[src/rtl/reg_file_16_pkg.sv]
// reg_file_16_pkg: register-file geometry shared by the register file, decode and hazard logic.
package reg_file_16_pkg;
    localparam int REG_ADDR_W = 4;
    localparam int NUM_REGS = 16;
    localparam int DEF_WIDTH = 16;
    typedef logic [REG_ADDR_W-1:0] reg_addr_t;
    localparam reg_addr_t R0_IDX = '0;
endpackage

[src/rtl/reg_file_16_read_port.sv]
// reg_read_port: 16:1 word select with R0 forced to zero.
// Optional write-through bypass when REGFILE_BYPASS_EN is defined.
module reg_read_port
    import reg_file_16_pkg::*;
#(
    parameter int WIDTH = DEF_WIDTH
) (
    input  logic [WIDTH-1:0]    i_regs [NUM_REGS],
    input  logic [NUM_REGS-1:0] i_busy,
    input  reg_addr_t           i_raddr,
    input  logic                i_we,
    input  reg_addr_t           i_waddr,
    input  logic [WIDTH-1:0]    i_wdata,
    input  logic                i_issue,
    input  reg_addr_t           i_issue_addr,
    output logic [WIDTH-1:0]    o_rdata,
    output logic                o_busy
);
    logic w_r0;
    assign w_r0 = (i_raddr == R0_IDX);
`ifdef REGFILE_BYPASS_EN
    logic w_hit;
    assign w_hit   = i_we && (i_waddr == i_raddr) && !w_r0;
    // A same-cycle issue to this register is a newer producer, so it stays busy.
    assign o_rdata = w_r0 ? '0 : (w_hit ? i_wdata : i_regs[i_raddr]);
    assign o_busy  = w_r0 ? 1'b0 : (w_hit ? (i_issue && (i_issue_addr == i_raddr)) : i_busy[i_raddr]);
`else
    logic w_unused;
    assign w_unused = ^{i_we, i_waddr, i_wdata, i_issue, i_issue_addr};
    assign o_rdata  = w_r0 ? '0 : i_regs[i_raddr];
    assign o_busy   = w_r0 ? 1'b0 : i_busy[i_raddr];
`endif
endmodule

[src/rtl/reg_file_16.sv]
// reg_file_16: 16-entry 1W/2R register file with per-register busy scoreboard.
// Define REGFILE_BYPASS_EN for write-through forwarding to both read ports.
module reg_file_16
    import reg_file_16_pkg::*;
#(
    parameter int WIDTH = DEF_WIDTH
) (
    input  logic             i_clk,
    input  logic             i_rst,
    input  logic             i_we,
    input  reg_addr_t        i_waddr,
    input  logic [WIDTH-1:0] i_wdata,
    input  logic             i_issue,
    input  reg_addr_t        i_issue_addr,
    input  reg_addr_t        i_raddr_a,
    input  reg_addr_t        i_raddr_b,
    output logic [WIDTH-1:0] o_rdata_a,
    output logic [WIDTH-1:0] o_rdata_b,
    output logic             o_busy_a,
    output logic             o_busy_b
);
    logic [WIDTH-1:0]    r_regs [NUM_REGS];
    logic [NUM_REGS-1:0] r_busy;
    logic [NUM_REGS-1:0] w_busy_nxt;
    logic                w_we_fwd;

    // Issue is applied after write-back so the newer producer wins on a collision.
    always_comb begin
        w_busy_nxt = r_busy;
        if (i_we) w_busy_nxt[i_waddr] = 1'b0;
        if (i_issue) w_busy_nxt[i_issue_addr] = 1'b1;
        w_busy_nxt[R0_IDX] = 1'b0;
    end

    always_ff @(posedge i_clk or posedge i_rst) begin
        if (i_rst) begin
            r_regs <= '{default: '0};
            r_busy <= '0;
        end else begin
            if (i_we && i_waddr != R0_IDX) r_regs[i_waddr] <= i_wdata;
            r_busy <= w_busy_nxt;
        end
    end

    // Forwarding is suppressed during reset so outputs read zero.
    assign w_we_fwd = i_we && !i_rst;

    reg_read_port #(.WIDTH(WIDTH)) u_port_a (
        .i_regs(r_regs), .i_busy(r_busy), .i_raddr(i_raddr_a),
        .i_we(w_we_fwd), .i_waddr(i_waddr), .i_wdata(i_wdata),
        .i_issue(i_issue), .i_issue_addr(i_issue_addr),
        .o_rdata(o_rdata_a), .o_busy(o_busy_a)
    );

    reg_read_port #(.WIDTH(WIDTH)) u_port_b (
        .i_regs(r_regs), .i_busy(r_busy), .i_raddr(i_raddr_b),
        .i_we(w_we_fwd), .i_waddr(i_waddr), .i_wdata(i_wdata),
        .i_issue(i_issue), .i_issue_addr(i_issue_addr),
        .o_rdata(o_rdata_b), .o_busy(o_busy_b)
    );
endmodule

[config.mk]
export PLATFORM = sky130hd
export DESIGN_NAME = reg_file_16
export DESIGN_NICKNAME = d
export VERILOG_FILES = /design/src/rtl/reg_file_16_pkg.sv /design/src/rtl/reg_file_16_read_port.sv /design/src/rtl/reg_file_16.sv
export SDC_FILE = /design/constraint.sdc
export NUM_CORES = 1
export LEC_CHECK = 0
export ABC_AREA = 0
export CORE_ASPECT_RATIO = 0.9
export CORE_MARGIN = 2
export CORE_UTILIZATION = 45
export DETAILED_ROUTE_END_ITERATION = 8
export SYNTH_ARGS = -nofsm -noshare
export SYNTH_HDL_FRONTEND = slang
export SYNTH_HIERARCHICAL = 1
export SYNTH_SLANG_ARGS = --single-unit
[constraint.sdc]
create_clock -name i_clk -period 10.1 [get_ports i_clk]
set_clock_uncertainty 0.15 [all_clocks]
set_input_delay 3.03 -clock i_clk [delete_from_list [all_inputs] [get_ports i_clk]]
set_output_delay 3.03 -clock i_clk [all_outputs]
set_load 0.01 [all_outputs]
==> impl_results.md <==
* Pwr Density at 207 nW/µm²
* Mapped Nets at 963
* Achievable clock frequency at about 0.11 GHz
* Clock period minus worst slack at just under 9 ns
* Min-delay src: r_busy[2]
* Vias in the first global route at approximately 8900
* RePlAce Congestion at around 0.8
* Post-DP HPWL at roughly 24000 µm
* Layout cells sized above 1 at a little under half
* CTS tree: yes
* Area growth from synthesis to layout at 13.5%
* Status: finished, final reports clean
* Slowest CP cell: clkdlybuf4s50_1
* Final Hold Fails at 0
* Hold bufs inserted after CTS at 0
* Cells on worst reg2reg path at 1
* Critical R2R Launch: r_regs[125]
* Unrepaired setup endpoints after global routing: false
* CP arrival at between 5 and 6 ns
* Global-route wire length before repair at 58800 µm
* Period Utilization, post-route at approximately nine tenths
* GRT Residual Overflow at 0
* Core Footprint at ~30000 µm²
* H-tree level count at 1
* Worst hold slack at roughly 0.34 ns
* Die W at ~190 µm
* Gr usage total at 24.6%
* Effective utilization at floorplan at 46.1%
* Setup crit start: i_raddr_b[0]
* Multi-input gate area at 6920 µm²
* GR met1 Demand/Resource at a little over a third
* Slew margin rel. at about a third
* CTS buffer count at 29
* Clock Tree Root: clkbuf_16
* Final antenna-violating net count at 0
* Initial detailed-routing violation count at between 500 and 600
* Internal reg-to-reg setup slack at roughly 9.1 ns
* RR Endpoint: r_regs[125]
* Num rows at 60
* Hold Path Stages at 1
* Post-CTS Resized at 0
* DR pass1 iterations at 5
* Ports at 70
* Critical Path RT at slightly below 7 ns
* Filler cells at 2549
* Ys Warns at 6
* Residual DRC at 0
* Setup TNS at 0 ns
* Grt met3 use at approximately 4.0%
* NumNets Final at about 1000
* Crit Path Class: in2out
* Mean Syn Cell Area at 15.0 µm²
* Register area at roughly 6400 µm²
* Antenna violations before repair at 2
* Least-Margin Pin Slew at around 1 ns
* Die area at 32200 µm²
* Clk_lat worst skew at 0.54 ns
* Final WL at between 30000 and 40000 µm
* Startpoint Class: input port
* HP Class: reg2reg
* Commonest cells after routing, fill and taps aside: 255 x dfrtp_1, 235 x mux2_2, 102 x mux4_2
* Pin count of the biggest net entering global routing at 77
* Slew Limit Fails at 0
* CP max FO at 10
* Worst VDD drop at 129 µV
* Leak at around 6.5 nW
* Post-Syn Instances at between 900 and 1000
* Vias per inst at between 6 and 7
* Worst path cell trace: clkdlybuf4s50_1 -> or2_1 -> buf_4 -> a221oi_1 -> a211oi_1 -> clkdlybuf4s50_1
* Max Cap Viol at 0
* Reg clk slew, reported paths at around 0.060 ns
* Routed len/inst at 27.5 µm
* Min-Delay Endpoint: r_busy[2]
* Most common cell after layout, fill and taps aside: dfrtp_1
* Post-CTS setup buffer count at 0
* Mapped Area at 13900 µm²
* Vias post-DR at 8616
* Worst setup EP type: output pin
* Clock sinks at 255
* IO buf count at 69
* Grt peak-use layer: met2
* Delay of the slowest critical-path stage at 0.75 ns
* Longest Clk Path Bufs at 3
* Most numerous cell on the critical path: clkdlybuf4s50_1
* Die H at approximately 170 µm
* Final Setup Violations at 0
* Met2 Use GR at 39.3%
[registers in the layout, indices dropped and copies added, names as in the netlist]
name    cells
r_busy     15
r_regs    240
[routing by layer]
layer | vias to the layer above | share of wire, %
met5 | - | 0.029
met4 | 2 | 2.5
met3 | 71 | 4.9
met2 | 222 | 47
met1 | 4646 | 45
li1 | 3675 | -
[metrics by stage]
stage / power (mW) / utilization (%) / instance area [µm²] / std cells / setup WS, ns
after floorplan: 1.97 / - / 13900 / 927 / 2.78
after global placement: 2.20 / 49.1 / 14800 / 1342 / 1.25
after detailed placement: 2.22 / 49.1 / 14800 / 1342 / 1.25
after CTS: 3.29 / 52.3 / 15700 / 1391 / 1.21
after global routing: 3.42 / 52.3 / 15700 / 1391 / 1.19
final: 3.26 / 52.3 / 15700 / 1392 / 1.16
[worst max-delay path, delay by kind of cell]
family                 cells  cell delay, ns
AND/OR/NAND/NOR            1            0.48
AO/OA/AOI/OAI              2            0.57
buffers and inverters      3            1.67
[report_power, final]
part           internal, mW  switching (mW)
registers              1.26           0.170
logic                 0.474           0.299
clock network         0.649           0.412
[worst max path at each step]
stage	slack, ns	depth (start not counted)	end
after global placement	1.25	6	o_rdata_b[7]
after CTS	1.21	6	o_rdata_b[7]
final	1.16	6	o_rdata_b[7]
after global routing	1.19	6	o_rdata_b[7]
after detailed placement	1.25	6	o_rdata_b[7]
after floorplan	2.78	5	o_rdata_a[9]
[final cells by class]
type                    count  area share [%]
multi-input cells         579            44.0
flip-flops and latches    255            40.6
repair buffers            103            6.04
clock buffers              41            5.34
well taps                 403            3.20
clock inverters             8           0.755
inverters                   2          0.0716
diodes                      1          0.0159
Note: power is estimated with default switching activity, not from simulation.
